$ cat config.mk
export PLATFORM = sky130hd
export DESIGN_NAME = regfile_dumper
export DESIGN_NICKNAME = d
export VERILOG_FILES = /design/src/rtl/regfile_dumper.sv
export SDC_FILE = /design/constraint.sdc
export NUM_CORES = 1
export LEC_CHECK = 0
export CAP_MARGIN = 10
export CORE_MARGIN = 2
export CORE_UTILIZATION = 30
export CTS_CLUSTER_DIAMETER = 30
export CTS_CLUSTER_SIZE = 28
export DETAILED_ROUTE_END_ITERATION = 7
export DONT_BUFFER_PORTS = 1
export SYNTH_ARGS = -nofsm -noshare
export SYNTH_HDL_FRONTEND = slang
export SYNTH_SLANG_ARGS = --single-unit
$ cat constraint.sdc
create_clock -name CLK -period 1.6 [get_ports CLK]
set_clock_uncertainty 0.15 [all_clocks]
set_input_delay 0.32 -clock CLK [delete_from_list [all_inputs] [get_ports CLK]]
set_output_delay 0.32 -clock CLK [all_outputs]
set_load 0.05 [all_outputs]
$ cat src/rtl/regfile_dumper.sv
// Streams register-file words FIRST_REG..LAST_REG over a valid/ready port.
// Optional trailing XOR checksum word when REGFILE_DUMP_CSUM_EN is defined.
module regfile_dumper #(
  parameter int unsigned FIRST_REG = 1,
  parameter int unsigned LAST_REG  = 31
) (
  input  logic        CLK,
  input  logic        rst,
  input  logic        start,
  output logic [4:0]  RA,
  input  logic [31:0] RD,
  output logic [31:0] out_data,
  output logic [4:0]  out_idx,
  output logic        out_valid,
  input  logic        out_ready,
  output logic        busy,
  output logic        done
);

  localparam logic [4:0] FIRST = 5'(FIRST_REG);
  localparam logic [4:0] LAST  = 5'(LAST_REG);

  typedef enum logic [2:0] {IDLE, READ, SEND, CSUM, DONE} state_t;

  state_t     state;
  logic [4:0] idx;
  logic       hs;

`ifdef REGFILE_DUMP_CSUM_EN
  logic [31:0] checksum;
`endif

  assign hs = out_valid & out_ready;
  // The read port is only addressed while a word is being captured.
  assign RA = (state == READ) ? idx : '0;

  always_ff @(posedge CLK) begin
    if (rst) begin
      state     <= IDLE;
      idx       <= '0;
      out_data  <= '0;
      out_idx   <= '0;
      out_valid <= 1'b0;
      busy      <= 1'b0;
      done      <= 1'b0;
`ifdef REGFILE_DUMP_CSUM_EN
      checksum  <= '0;
`endif
    end else begin
      done <= 1'b0;
      case (state)
        IDLE: begin
          if (start) begin
            idx   <= FIRST;
            busy  <= 1'b1;
            state <= READ;
`ifdef REGFILE_DUMP_CSUM_EN
            checksum <= '0;
`endif
          end
        end
        READ: begin
          out_data  <= RD;
          out_idx   <= idx;
          out_valid <= 1'b1;
`ifdef REGFILE_DUMP_CSUM_EN
          checksum  <= checksum ^ RD;
`endif
          state     <= SEND;
        end
        SEND: begin
          if (hs) begin
            if (idx < LAST) begin
              out_valid <= 1'b0;
              idx       <= idx + 5'd1;
              state     <= READ;
            end else begin
`ifdef REGFILE_DUMP_CSUM_EN
              out_data  <= checksum;
              out_idx   <= '0;
              out_valid <= 1'b1;
              state     <= CSUM;
`else
              out_valid <= 1'b0;
              done      <= 1'b1;
              state     <= DONE;
`endif
            end
          end
        end
        CSUM: begin
          if (hs) begin
            out_valid <= 1'b0;
            done      <= 1'b1;
            state     <= DONE;
          end
        end
        DONE: begin
          busy  <= 1'b0;
          state <= IDLE;
        end
        default: state <= IDLE;
      endcase
    end
  end

endmodule

After elaboration in Yosys (flattened, before gate mapping):

Cells that the tools add are included.
W data, S select, Z words.

* register bits: 48
* bits of input ports: 36
* output and inout bits: 45

* $add $sub $neg: 1
* order comparisons: 1
* equal/unequal tests: 9
* mux-type cells: 18
* bitwise gates (word level): 1
* reduce and logical (&&, ||, !) cells: 9

Operators with widths (number)
* $mux W5: 4
* $mux W3: 4
* $pmux W3 S4: 1
* $pmux W5 S2: 1
* $ne A2 B2 Y1 const B: 4
* $eq A3 B2 Y1 const B: 2
* $pmux W1 S2: 3
* $reduce_bool A2 Y1: 3
* $add A5 B1 Y5 const B: 1
* $lt A5 B5 Y1 const B: 1
* $mux W1: 5
* $reduce_and A2 Y1: 2
* $reduce_and A4 Y1: 1
* $eq A3 B1 Y1 const B: 1
* $eq A3 B3 Y1 const B: 1
* $logic_not A3 Y1: 1
* $reduce_and A3 Y1: 1
* $ne A2 B1 Y1 const B: 1
* $reduce_or A2 Y1: 1
* $and A1 B1 Y1: 1

Longest topological paths before layout:

* word-level depth: 4
* depth in mapped cells: 6

Worst setup path before layout:

No wires, ideal clock.

* kind: register to register
* from: reg out_valid
* to: reg idx[3]
* data arrival time: 1.515 ns
* path slack: -0.199 ns
* cell stages (with the launch flop): 5
* path buffers: 0
* path through: dfxtp_1 nand3_1 a311o_2 nand2_2 a311oi_1

* word-level cells in the longest chain between the ends: 3

Ends and longest elaborated chain
* from (decl): RTL line 14 `output logic out_valid,`
* from (signal assigned): RTL line 43 `out_valid <= 1'b0;`
* from (signal assigned): RTL line 65 `out_valid <= 1'b1;`
* from (signal assigned): RTL line 74 `out_valid <= 1'b0;`
* $and A1 B1 Y1: RTL line 33 `assign hs = out_valid & out_ready;`
* $ne A2 B2 Y1 (no source line)
* $reduce_and A4 Y1 (no source line)
* to (signal assigned): RTL line 75 `idx <= idx + 5'd1;`
* to (decl): RTL line 26 `logic [4:0] idx;`

No other way between the ends.
A chain may end at the register's enable or synchronous reset.

Worst setup path in the final report:

* from: reg state[0]
* to: out RA[4]

* word-level cells in the longest chain between the ends: 2

Ends and longest elaborated chain
* from (decl): RTL line 25 `state_t state;`
* from (signal assigned): RTL line 39 `state <= IDLE;`
* from (signal assigned): RTL line 56 `state <= READ;`
* from (signal assigned): RTL line 69 `state <= SEND;`
* $eq A3 B1 Y1: RTL line 35 `assign RA = (state == READ) ? idx : '0;`
* $mux W5: RTL line 35
* to (decl): RTL line 10 `output logic [4:0] RA,`

No other way between the ends.

==> key figures <==
STA
  • Final TNS setup: -0.926 ns
  • Final hold vios: 0
  • Final WS setup: -0.195 ns
  • Final Setup Violations: 5
  • Relative slew slack: 64.4%
  • Slew Limit Fails: 0
  • RSZ-0062 raised after global routing: true
  • Period utilisation layout: 112%
  • Worst Tran Pin Value: 0.533 ns
  • Fin crit period: 1.79 ns
  • Fmax: 557 MHz
  • Worst hold margin: 0.0104 ns

Flow run
  • Max Cap Viol: 0

Clock tree
  • Clock Tree Root: clkbuf_8
  • CTS Sinks: 48
  • Clock transition at path regs: 0.09 ns
  • Number of buffers created by CTS: 5
  • Worst-Skew Late Latency: 0.29 ns
  • Clock buffer depth: 2
  • CTS tree: built
  • H-tree level count: 2

Floorplan
  • Core Rows: 28
  • Core area: 5920 µm²
  • Die width: 82.3 µm
  • IO Count: 81
  • Die Area: 6770 µm²
  • Starting density of the core: 31.1%
  • Die height: 82.3 µm

Routing
  • Routed WL: 4880 µm
  • Via count: 1,641
  • Vias per std cell: 4.88
  • DR pass1 iterations: 4
  • Drt drc: 0
  • Antenna viol nets, final: 0
  • Avg WL per Cell: 14.5 µm
  • Iter 0 DRT Violations: 61

Cells and area
  • Share of post-route cells with drive strength above 1: 19.5%
  • Multi-input logic area: 793 µm²
  • Fill cell count: 598
  • FF/Latch Area: 967 µm²
  • Diode count: 0
  • Area grow syn2layout: 34.9%
  • Final nets: 297

Place
  • Placed wire-length estimate: 2900 µm
  • Post-placement setup slack: -0.0849 ns
  • Final GP Congestion: 0.720
  • PortBufs: 0

GRT
  • Initial antenna violation count: 0
  • Total global-route track usage: 14.2%
  • First-pass GRT wire length: 7330 µm
  • Vias in the first global route: 1,643
  • Largest net degree at the start of global routing: 47
  • Gr ovfl total: 0

Synthesis
  • Top-count cell post-synth: nand2_1
  • Mapped Area: 1840 µm²
  • Primary FF master, synth: dfxtp_1
  • Post-synthesis sequential area ratio: 52.2%
  • Synth cell types: 29
  • Synth area leader: dfxtp_1
  • Synth Instances: 222
  • Avg Synthesized Cell Area: 8.28 µm²
  • Synth warnings: 0
  • Async set or reset register ratio after synthesis: 0%
  • Synth top area share: 52.2%
  • Synthesized Nets: 259
  • Synthesized flop and latch total: 48
  • Commonest cells in the synthesized netlist: nand2_1 (75), dfxtp_1 (48), a21oi_1 (42)
  • Largest cells by area after synthesis: dfxtp_1 (52%), nand2_1 (15%), a21oi_1 (11%)
  • Post-synth EDFFs: 0

Worst setup path
  • WS Path Type: reg2out
  • Worst reg2reg path depth: 5
  • Reg-to-reg slack, setup: 0.04 ns
  • WP data required: 1.13 ns
  • Reg-to-reg endpoint: idx[3]$_SDFFE_PP0P_
  • Max FO, Critical Path: 7
  • Crit path DAT: 1.32 ns
  • Crit end category: output pin
  • Critical R2R Launch: state[2]$_SDFFE_PP0P_
  • Crit path launch type: register

Min path
  • Hold crit path type: in2reg
  • Min-Delay Endpoint: out_data[5]$_SDFFE_PP0P_
  • Hold depth: 2
  • Hold wc startpoint: RD[5]

Outcome
  • Status: finished, violations left
  • Failing checks: setup timing

Power
  • Power Density: 1080 nW/µm²
  • Worst vdd ir: 0.463 mV
  • Leak Pwr: 0.000866 µW
routing by layer:
layer / vias to the layer above / track usage [%] / share of wire [%]
met3: 7 / 4.57 / 6.7
met2: 53 / 26.6 / 51
li1: 820 / - / -
met1: 761 / 14.2 / 40
met4: 0 / 6.33 / 1.9
met5: - / 0 / 0
final cells by class:
type                       instances  share of cell area, %
sequential                        48                   39.0
multi-input combinational        154                   32.0
timing repair buffer              45                   19.1
tap                               75                   3.78
clock buffer                       5                   2.77
clock inverter                     3                   1.71
inverter                           6                   1.66
through the flow:
step	power, µW	utilization, %	cell area [µm²]	cells
floorplan	1680	-	1860	222
global placement	1720	33.0	1950	294
detailed placement	1720	33.0	1950	294
CTS	2700	40.8	2420	335
global route	2810	41.9	2480	336
finish	2690	41.9	2480	336
cells in the final DEF, fill, tap and decap left out, types with 2 or more instances in the layout:
cell type / netlist / layout
a31oi_1: 5 / 5
dlygate4sd3_1: 0 / 28
nand3b_1: 2 / 2
nand2_1: 75 / 70
nand2b_1: 2 / 2
buf_4: 3 / 11
clkinvlp_4: 0 / 6
dfxtp_2: 0 / 2
clkbuf_8: 0 / 5
buf_12: 0 / 3
nor2_1: 2 / 2
nand3_1: 7 / 6
a21oi_1: 42 / 38
nor4_1: 4 / 4
nand2_2: 1 / 6
a21oi_2: 0 / 4
dfxtp_1: 48 / 45
state kept, by name, indices dropped and copies added (netlist names):
name	flops
busy	1
out_valid	1
done	1
idx	5
out_data	32
out_idx	5
state	3
report_power, final:
group          internal (µW)  total, µW  leakage [µW]  switching [µW]
clock network            463        867     0.0000541             404
logic                    173        353      0.000419             181
registers               1250       1470      0.000392             214
kinds of logic after synthesis:
| logic type | Yosys count | share of synthesized area [%] |
|---|---|---|
| AOI/OAI and AO/OA | 54 | 16.5 |
| adders and majority gates | 1 | 0.680 |
| and+or+nand+nor | 99 | 24.0 |
| buffers and inverters | 20 | 6.53 |
| DFF | 48 | 52.2 |
worst max-delay path by stage:
stage | from | endpoint | slack [ns] | depth (start not counted)
floorplan | state[0]$_SDFFE_PP0P_ | RA[0] | 0.009 | 5
detailed placement | state[2]$_SDFFE_PP0P_ | RA[4] | -0.08 | 4
global route | state[0]$_SDFFE_PP0P_ | RA[4] | -0.26 | 4
global placement | state[2]$_SDFFE_PP0P_ | RA[3] | -0.10 | 4
CTS | state[0]$_SDFFE_PP0P_ | RA[4] | -0.22 | 4
finish | state[0]$_SDFFE_PP0P_ | RA[4] | -0.19 | 4
worst max-delay path: stages, from the launching register on:
cell,delay [ns]
dfxtp_2,0.34
nor2b_4,0.14
and2b_4,0.24
nand2_2,0.10
clkinvlp_4,0.22
repair_timing:
item,4_1_cts,5_1_grt
endpoints found under the setup margin,6,28
cloned,0,1
endpoints found under the hold margin,47,1
hold buffers,29,1
setup buffers,4,0
gates resized for setup,10,11
Power figures use the tool's default switching activity.
